--- src/rtl/cond_pkg.sv ---
// cond_pkg: shared condition codes, NZCV bit indices and flag-write type for the ARM condition unit.
package cond_pkg;
   typedef enum logic [3:0] {
      EQ = 4'b0000, NE = 4'b0001, CS = 4'b0010, CC = 4'b0011,
      MI = 4'b0100, PL = 4'b0101, VS = 4'b0110, VC = 4'b0111,
      HI = 4'b1000, LS = 4'b1001, GE = 4'b1010, LT = 4'b1011,
      GT = 4'b1100, LE = 4'b1101, AL = 4'b1110, NV = 4'b1111
   } cond_e;
   localparam int FLAG_N = 3;
   localparam int FLAG_Z = 2;
   localparam int FLAG_C = 1;
   localparam int FLAG_V = 0;
   typedef logic [1:0] flagw_t;
endpackage

--- src/rtl/cond_eval.sv ---
// cond_eval: combinational ARM condition-field evaluation against NZCV flags.
module cond_eval
   import cond_pkg::*;
(
   input  logic [3:0] cond,
   input  logic [3:0] flags,
   output logic       pass
);
   logic n, z, c, v, ge;
   assign n  = flags[FLAG_N];
   assign z  = flags[FLAG_Z];
   assign c  = flags[FLAG_C];
   assign v  = flags[FLAG_V];
   assign ge = (n == v);
   always_comb begin
      pass = 1'b0;
      case (cond_e'(cond))
         EQ: pass = z;
         NE: pass = ~z;
         CS: pass = c;
         CC: pass = ~c;
         MI: pass = n;
         PL: pass = ~n;
         VS: pass = v;
         VC: pass = ~v;
         HI: pass = c & ~z;
         LS: pass = ~c | z;
         GE: pass = ge;
         LT: pass = ~ge;
         GT: pass = ~z & ge;
         LE: pass = z | ~ge;
         AL: pass = 1'b1;
         NV: pass = 1'b0;
         default: pass = 1'b0;
      endcase
   end
endmodule

--- src/rtl/cond_unit.sv ---
// cond_unit: NZCV flag register, per-instruction condition capture and write-enable gating.
// Optional squashed-instruction counter enabled by COND_SQUASH_CNT_EN.
module cond_unit
   import cond_pkg::*;
#(
   parameter int CNT_W = 16
)(
   input  logic       clk,
   input  logic       reset,
   input  logic [3:0] Cond,
   input  logic [3:0] ALUFlags,
   input  flagw_t     FlagW,
   input  logic       CondCapture,
   input  logic       PCS,
   input  logic       NextPC,
   input  logic       RegW,
   input  logic       MemW,
   output logic       PCWrite,
   output logic       RegWrite,
   output logic       MemWrite,
   output logic       CarryIn,
   output logic [3:0] Flags,
   output logic       CondEx
`ifdef COND_SQUASH_CNT_EN
   ,
   output logic [CNT_W-1:0] SquashCnt
`endif
);
   logic pass;
   cond_eval u_eval (.cond(Cond), .flags(Flags), .pass(pass));
   // flag writes are gated by the CondEx of the instruction already in flight
   always_ff @(posedge clk or posedge reset)
      if (reset) begin
         Flags  <= '0;
         CondEx <= 1'b0;
      end else begin
         if (CondCapture) CondEx <= pass;
         if (FlagW[1] & CondEx) Flags[FLAG_N:FLAG_Z] <= ALUFlags[FLAG_N:FLAG_Z];
         if (FlagW[0] & CondEx) Flags[FLAG_C:FLAG_V] <= ALUFlags[FLAG_C:FLAG_V];
      end
`ifdef COND_SQUASH_CNT_EN
   always_ff @(posedge clk or posedge reset)
      if (reset) SquashCnt <= '0;
      else if (CondCapture && !pass && !(&SquashCnt)) SquashCnt <= SquashCnt + 1'b1;
`endif
   assign RegWrite = RegW & CondEx;
   assign MemWrite = MemW & CondEx;
   assign PCWrite  = (PCS & CondEx) | NextPC;
   assign CarryIn  = Flags[FLAG_C];
endmodule

--- config.mk ---
export PLATFORM = sky130hd
export DESIGN_NAME = cond_unit
export DESIGN_NICKNAME = d
export VERILOG_FILES = /design/src/rtl/cond_pkg.sv /design/src/rtl/cond_eval.sv /design/src/rtl/cond_unit.sv
export SDC_FILE = /design/constraint.sdc
export NUM_CORES = 1
export LEC_CHECK = 0
export CORE_UTILIZATION = 25
export CTS_CLUSTER_SIZE = 8
export DETAILED_ROUTE_END_ITERATION = 16
export GPL_TIMING_DRIVEN = 0
export HOLD_SLACK_MARGIN = 0.02
export PLACE_DENSITY = 0.67
export SYNTH_ARGS = -nofsm -noshare
export SYNTH_HDL_FRONTEND = slang
export SYNTH_HIERARCHICAL = 1
export SYNTH_SLANG_ARGS = --single-unit
--- constraint.sdc ---
create_clock -name clk -period 3.4 [get_ports clk]
set_input_delay 0.51 -clock clk [delete_from_list [all_inputs] [get_ports clk]]
set_output_delay 0.51 -clock clk [all_outputs]
set_load 0.01 [all_outputs]
==> results of run 1 <==
registers in the layout, summed over array words and instances (netlist names):
signal,cells
Flags,4
CondEx,1
layer usage:
metal  GRT usage [%]  vias to the layer above  routed length (um)
li1                -                      197                   -
met1            13.3                      180                 381
met2            18.4                       20                 419
met3            2.72                        2                  82
met4            7.50                        0                  12
met5               0                        -                   0
cell families after synthesis:
| group | Yosys count | share of synthesized area, % |
|---|---|---|
| xor+xnor | 4 | 9.24 |
| compound gates | 10 | 18.5 |
| mux | 6 | 17.5 |
| buf+inv | 5 | 6.93 |
| simple gates | 10 | 14.9 |
| flops | 5 | 33.0 |
power by group through the flow:
stage	sequential (uW)	combinational, uW	clock (uW)
global placement	135	247	0
finish	134	248	68.2
detailed placement	135	250	0
global route	140	267	71.5
floorplan	139	119	0
CTS	135	252	69.2
final cells by class:
cell class	count	share of cell area [%]
clock buffer	4	4.02
tap	15	2.87
multi-input combinational	30	34.8
inverter	2	1.15
sequential	5	19.1
timing repair buffer	23	35.2
buffer	3	2.87
per-stage QoR:
stage               instance area [um^2]  setup slack [ps]  hold WS [ps]  util [%]
detailed placement                   628              1270           564      46.5
global route                         654              1240           504      48.5
finish                               654              1280           469      48.5
global placement                     628              1280           562      46.5
floorplan                            379              1660           289         -
CTS                                  654              1270           474      48.5
final timing paths:
| check | start | end | slack, ps | depth (start not counted) |
|---|---|---|---|---|
| worst max-delay path | MemW | MemWrite | 1280 | 3 |
| worst min-delay path | reset | Flags[3]$_DFFE_PP0P_ | 470 | 2 |
| worst max register to register | Flags[3]$_DFFE_PP0P_ | CondEx$_DFFE_PP0P_ | 1710 | 6 |
| worst min register to register | Flags[3]$_DFFE_PP0P_ | Flags[3]$_DFFE_PP0P_ | 570 | 1 |
| max in group asynchronous | reset | Flags[0]$_DFFE_PP0P_ | 2760 | 2 |
| min in group clk | Flags[3]$_DFFE_PP0P_ | Flags[3]$_DFFE_PP0P_ | 570 | 1 |
synth_stat cells, drive strengths merged:
library cell,number,area (um^2)
o22ai,1,6.26
a311oi,1,8.76
a21oi,3,15.0
nand2b,1,6.26
o22a,1,8.76
clkbuf,1,3.75
a21o,1,8.76
a211oi,1,7.51
and2,2,15.0
inv,2,7.51
a2111oi,1,10.0
nor4b,1,8.76
nor3,1,5.00
dfrtp,5,125
mux2i,1,10.0
nand2,2,7.51
nor2b,1,6.26
buf,2,15.0
nor2,2,7.51
mux2,5,56.3
xor2,3,26.3
xnor2,1,8.76
o21ai,1,5.00
critical path: cells and delay by family:
| kind | cells | cell delay, ps |
|---|---|---|
| AND/OR/NAND/NOR | 1 | 130 |
| buffers and inverters | 2 | 970 |
==> reports/qor.yml, run 1 <==
vias_per_cell: 4.87
cts_tree: "yes"
grt_pass1_vias: 328
synthesis.nets: 57
hp-class: "in -> async"
routed_wl_um: 895
die_x_um: 40.9
critical_path_arrival_ps: 1610
status: "finished clean"
syn_avg_cell_area_um2: 9.48
max_cap_violations: 0
max_stage_delay_ps: 530
die_y_um: 40.9
synthCells: 40
grt_pass1_wl_mm: 1.24
worst_slew_pin_slew_ps: 343
tns_ps: 0
power.switching_uw: 162
slew_viol_final: 0
placedCellCount: 78
routabilityCongestion: 0.651
seq_area_um2: 125
diodes: 0
dr.pass1.iters: 4
die-area_um2: 1680
hold_viol: 0
worst-setup-path-type: "in -> out"
drc: 0
p_comb_share_pct: 55.1
multi_input_area_um2: 228
worstPathRequired_ps: 2890
rsz0062_at_grt: "no"
cts.path.max_buffers: 2
hold_buffers: 0
root_buffer: "clkbuf_4"
ios: 26
htree_levels: 1
p_per_area_nw_per_um2: 689
power.total_uw: 451
stdcell_count: 82
synth_warnings: 6
initial_core_util_pct: 28.1
critPathCaptureType: "primary output"
start_kind: "input pin"
postCtsSetupBuffers: 0
gr-usage-all-layers_pct: 11.4
cts_resized: 0
hpwl_um: 724
drt_iter0_markers: 6
p_leak_uw: 0.000264
fin_nets: 85
slew_headroom_pct: 77.1
cts_made_buffers: 3
ys_ff_latch: 5
seq_power_share_pct: 29.8
num_rows: 13
timing.fmax_mhz: 472
swShare_pct: 35.9
netlist_area_um2: 379
vias: 399
fill_cells: 145
ant_nets: 0
grt_overflow_total: 0
cpMaxStageDelayCell: "clkdlybuf4s50_1"
critical_path.most_common_cell: "clkdlybuf4s50_1"
pwr-share-clk_pct: 15.1
antenna_found_initial: 0
clock_skew_ps: 2.49
fin_crit_sh_pct: 62.3
coreArea_um2: 1350
clk_pin_slew_ps: 40
drive_gt1_share_pct: 13.4
p_int_uw: 289
final-setup-viol-count: 0
netlist-cell-type-count: 24
drt-wirelength-per-cell_um: 10.9
area_growth_pct: 72.6
cp_max_fo: 1
ys_seq_area_share_pct: 33.0
clkLatencyLatePin_ps: 240
cts_sinks: 5
vdd_drop_max_uv: 375
final_cell_mix: "clkdlybuf4s50_1 (23), dfrtp_1 (5), mux2_1 (4)"
port_buffers: 23
crit_chain: "clkdlybuf4s50_1 -> and2_2 -> clkdlybuf4s50_1"
mostFrequentLayoutCell: "clkdlybuf4s50_1"
fin_crit_ps: 2120
grt_max_degree: 9
Power figures use the tool's default switching activity.
==> run 2: changes to the inputs <==
- clock period: 3.4 -> 2.2 ns (I/O delays scaled with it)
==> results of run 2 <==
The final DEF is identical to that of run 1. Status: finished clean.
Main changes from that run: setup slack after placement 1270 ps -> 435 ps; setup slack after layout 1280 ps -> 442 ps; hold slack 469 ps -> 289 ps; register-to-register setup slack 1710 ps -> 510 ps; total power 451 uW -> 697 uW; worst IR drop on VDD 375 uV -> 580 uV
==> run 3: changes to the inputs <==
- clock period: 2.2 -> 1.8 ns (I/O delays scaled with it)
==> reports/qor.yml, run 3 (same netlist as run 1, synthesis figures left out) <==
die_y_um: 40.9  # unchanged
final_cell_mix: "clkdlybuf4s50_1 (23), dfrtp_1 (5), mux2_1 (4)"  # unchanged
status: "finished clean"  # unchanged
postCtsSetupBuffers: 0  # unchanged
num_rows: 13  # unchanged
worst-path-stages: 2  # was 3
hold_viol: 0  # unchanged
diodes: 0  # unchanged
routabilityCongestion: 0.651  # unchanged
r2r-start: "Flags[3]$_DFFE_PP0P_"  # unchanged
dr.pass1.iters: 4  # unchanged
cts_sinks: 5  # unchanged
timing.fmax_mhz: 603
largest_reg_flops: 4  # unchanged
root_buffer: "clkbuf_4"  # unchanged
slew_headroom_pct: 77.1  # about the same
die-area_um2: 1680  # unchanged
drt-wirelength-per-cell_um: 10.9  # about the same
fin_nets: 85  # unchanged
grt_pass1_wl_mm: 1.24  # unchanged
dp_slack_ps: 117  # was 435 ps
routed_wl_um: 891  # was 895 um
worst-setup-path-type: "reg -> out"  # was in -> out
startpoint: "CondEx$_DFFE_PP0P_"  # was MemW
worst_hold_slack_ps: 229  # was 289 ps
r2r_cells: 6  # unchanged
antenna_found_initial: 0  # unchanged
regToRegEndpoint: "CondEx$_DFFE_PP0P_"  # unchanged
htree_levels: 1  # unchanged
drt_iter0_markers: 7  # was 6
grt_max_degree: 9  # unchanged
worstPathRequired_ps: 1530  # was 1870 ps
ff2ff_setup_slack_ps: 170  # was 510 ps
dpl_cell_area_um2: 628  # unchanged
slew_viol_final: 0  # unchanged
grt_pass1_vias: 328  # unchanged
drc: 0  # unchanged
ant_nets: 0  # unchanged
clkLatencyLatePin_ps: 240  # about the same
hp-class: "in -> async"  # unchanged
tns_ps: 0  # unchanged
p_per_area_nw_per_um2: 1310  # was 1060 nW/um^2
clk_pin_slew_ps: 40  # about the same
vdd_drop_max_uv: 719  # was 580 uV
hpwl_um: 724  # unchanged
cts_made_buffers: 3  # unchanged
area_growth_pct: 74.6  # was 72.6%
vias_per_cell: 4.88  # was 4.87
max_cap_violations: 0  # unchanged
vias: 400  # was 399
critical_path.endpoint: "MemWrite"  # unchanged
gr-usage-all-layers_pct: 11.4  # unchanged
final_area_um2: 662  # was 654 um^2
fin_crit_sh_pct: 92.1
mostFrequentLayoutCell: "clkdlybuf4s50_1"  # unchanged
coreArea_um2: 1350  # unchanged
p_leak_uw: 0.000266  # was 0.000264 uW
fin_crit_ps: 1660
initial_core_util_pct: 28.1  # unchanged
cp_top_family: "buffers and inverters"  # unchanged
cp_num_buf_inv: 1  # was 2
max_stage_delay_ps: 530  # about the same
largest_register: "Flags"  # unchanged
rsz0062_at_grt: "no"  # unchanged
cp_max_fo: 7  # was 1
reg_top3: "Flags: 4 flops, CondEx: 1 flops"  # unchanged
cts_tree: "yes"  # unchanged
clock_skew_ps: 2.46  # was 2.49 ps
critPathCaptureType: "primary output"  # unchanged
ios: 26  # unchanged
cts_resized: 0  # unchanged
die_x_um: 40.9  # unchanged
critical_path_arrival_ps: 1390  # was 1430 ps
worst_slew_pin_slew_ps: 343  # about the same
power.total_uw: 864  # was 697 uW
crit_chain: "and2_2 -> clkdlybuf4s50_1"  # was clkdlybuf4s50_1 -> and2_2 -> clkdlybuf4s50_1
final-setup-viol-count: 0  # unchanged
finalWorstSetupSlack_ps: 142  # was 442 ps
cpMaxStageDelayCell: "clkdlybuf4s50_1"  # unchanged
grt_overflow_total: 0  # unchanged
port_buffers: 23  # unchanged
drive_gt1_share_pct: 14.9  # was 13.4%
hold_buffers: 0  # unchanged
cts.path.max_buffers: 2  # unchanged
start_kind: "flop"  # was input pin
==> run 3: cell types whose count changed in the layout (fill, tap and decap cells not counted) <==
cell,change
xor2_2,+1
xor2_1,-1
==> run 3: power breakdown <==
| part | internal [uW] | leakage, uW | total, uW | switching (uW) |
|---|---|---|---|---|
| clock | 83.8 | 0.0000150 | 129 | 45.0 |
| sequential | 169 | 0.0000589 | 260 | 91.3 |
| combinational | 300 | 0.000192 | 475 | 175 |
| total | 552 | 0.000266 | 864 | 312 |
==> run 3: worst reg2reg max path, cell delays in order, from the launching register on <==
cell and delay (ps):
dfrtp_1 430, xor2_2 240, xor2_1 160, a2111oi_1 90
a311oi_1 230, o22ai_1 100, mux2_2 270
==> run 3: metrics by stage <==
step / instances / util [%]
6_report: 82 / 49.0
5_1_grt: 82 / 49.0
4_1_cts: 82 / 48.5
3_5_place_dp: 78 / 46.5
3_3_place_gp: 78 / 46.5
2_1_floorplan: 40 / -
==> run 3: layout make-up <==
cell class,instances,area [um^2]
buffer,3,18.8
timing repair buffer,23,230
tap,15,18.8
fill,145,688
clock buffer,4,26.3
sequential,5,125
multi-input combinational,30,235
inverter,2,7.51
==> run 3: metal layers <==
metal | part of all wire (%) | up-vias | global-route usage (%)
li1 | - | 197 | -
met1 | 42 | 181 | 13.3
met2 | 47 | 20 | 18.4
met3 | 9.2 | 2 | 2.72
met4 | 1.3 | 0 | 7.50
met5 | 0 | - | 0
==> run 3: worst min-delay path by stage <==
stage / slack (ps) / cells past startpoint / start / end
final: 230 / 2 / reset / Flags[3]$_DFFE_PP0P_
after global routing: 260 / 2 / reset / Flags[0]$_DFFE_PP0P_
after CTS: 230 / 2 / reset / Flags[3]$_DFFE_PP0P_
after detailed placement: 490 / 2 / reset / Flags[0]$_DFFE_PP0P_
after global placement: 480 / 2 / reset / Flags[1]$_DFFE_PP0P_
after floorplan: 50 / 1 / reset / CondEx$_DFFE_PP0P_
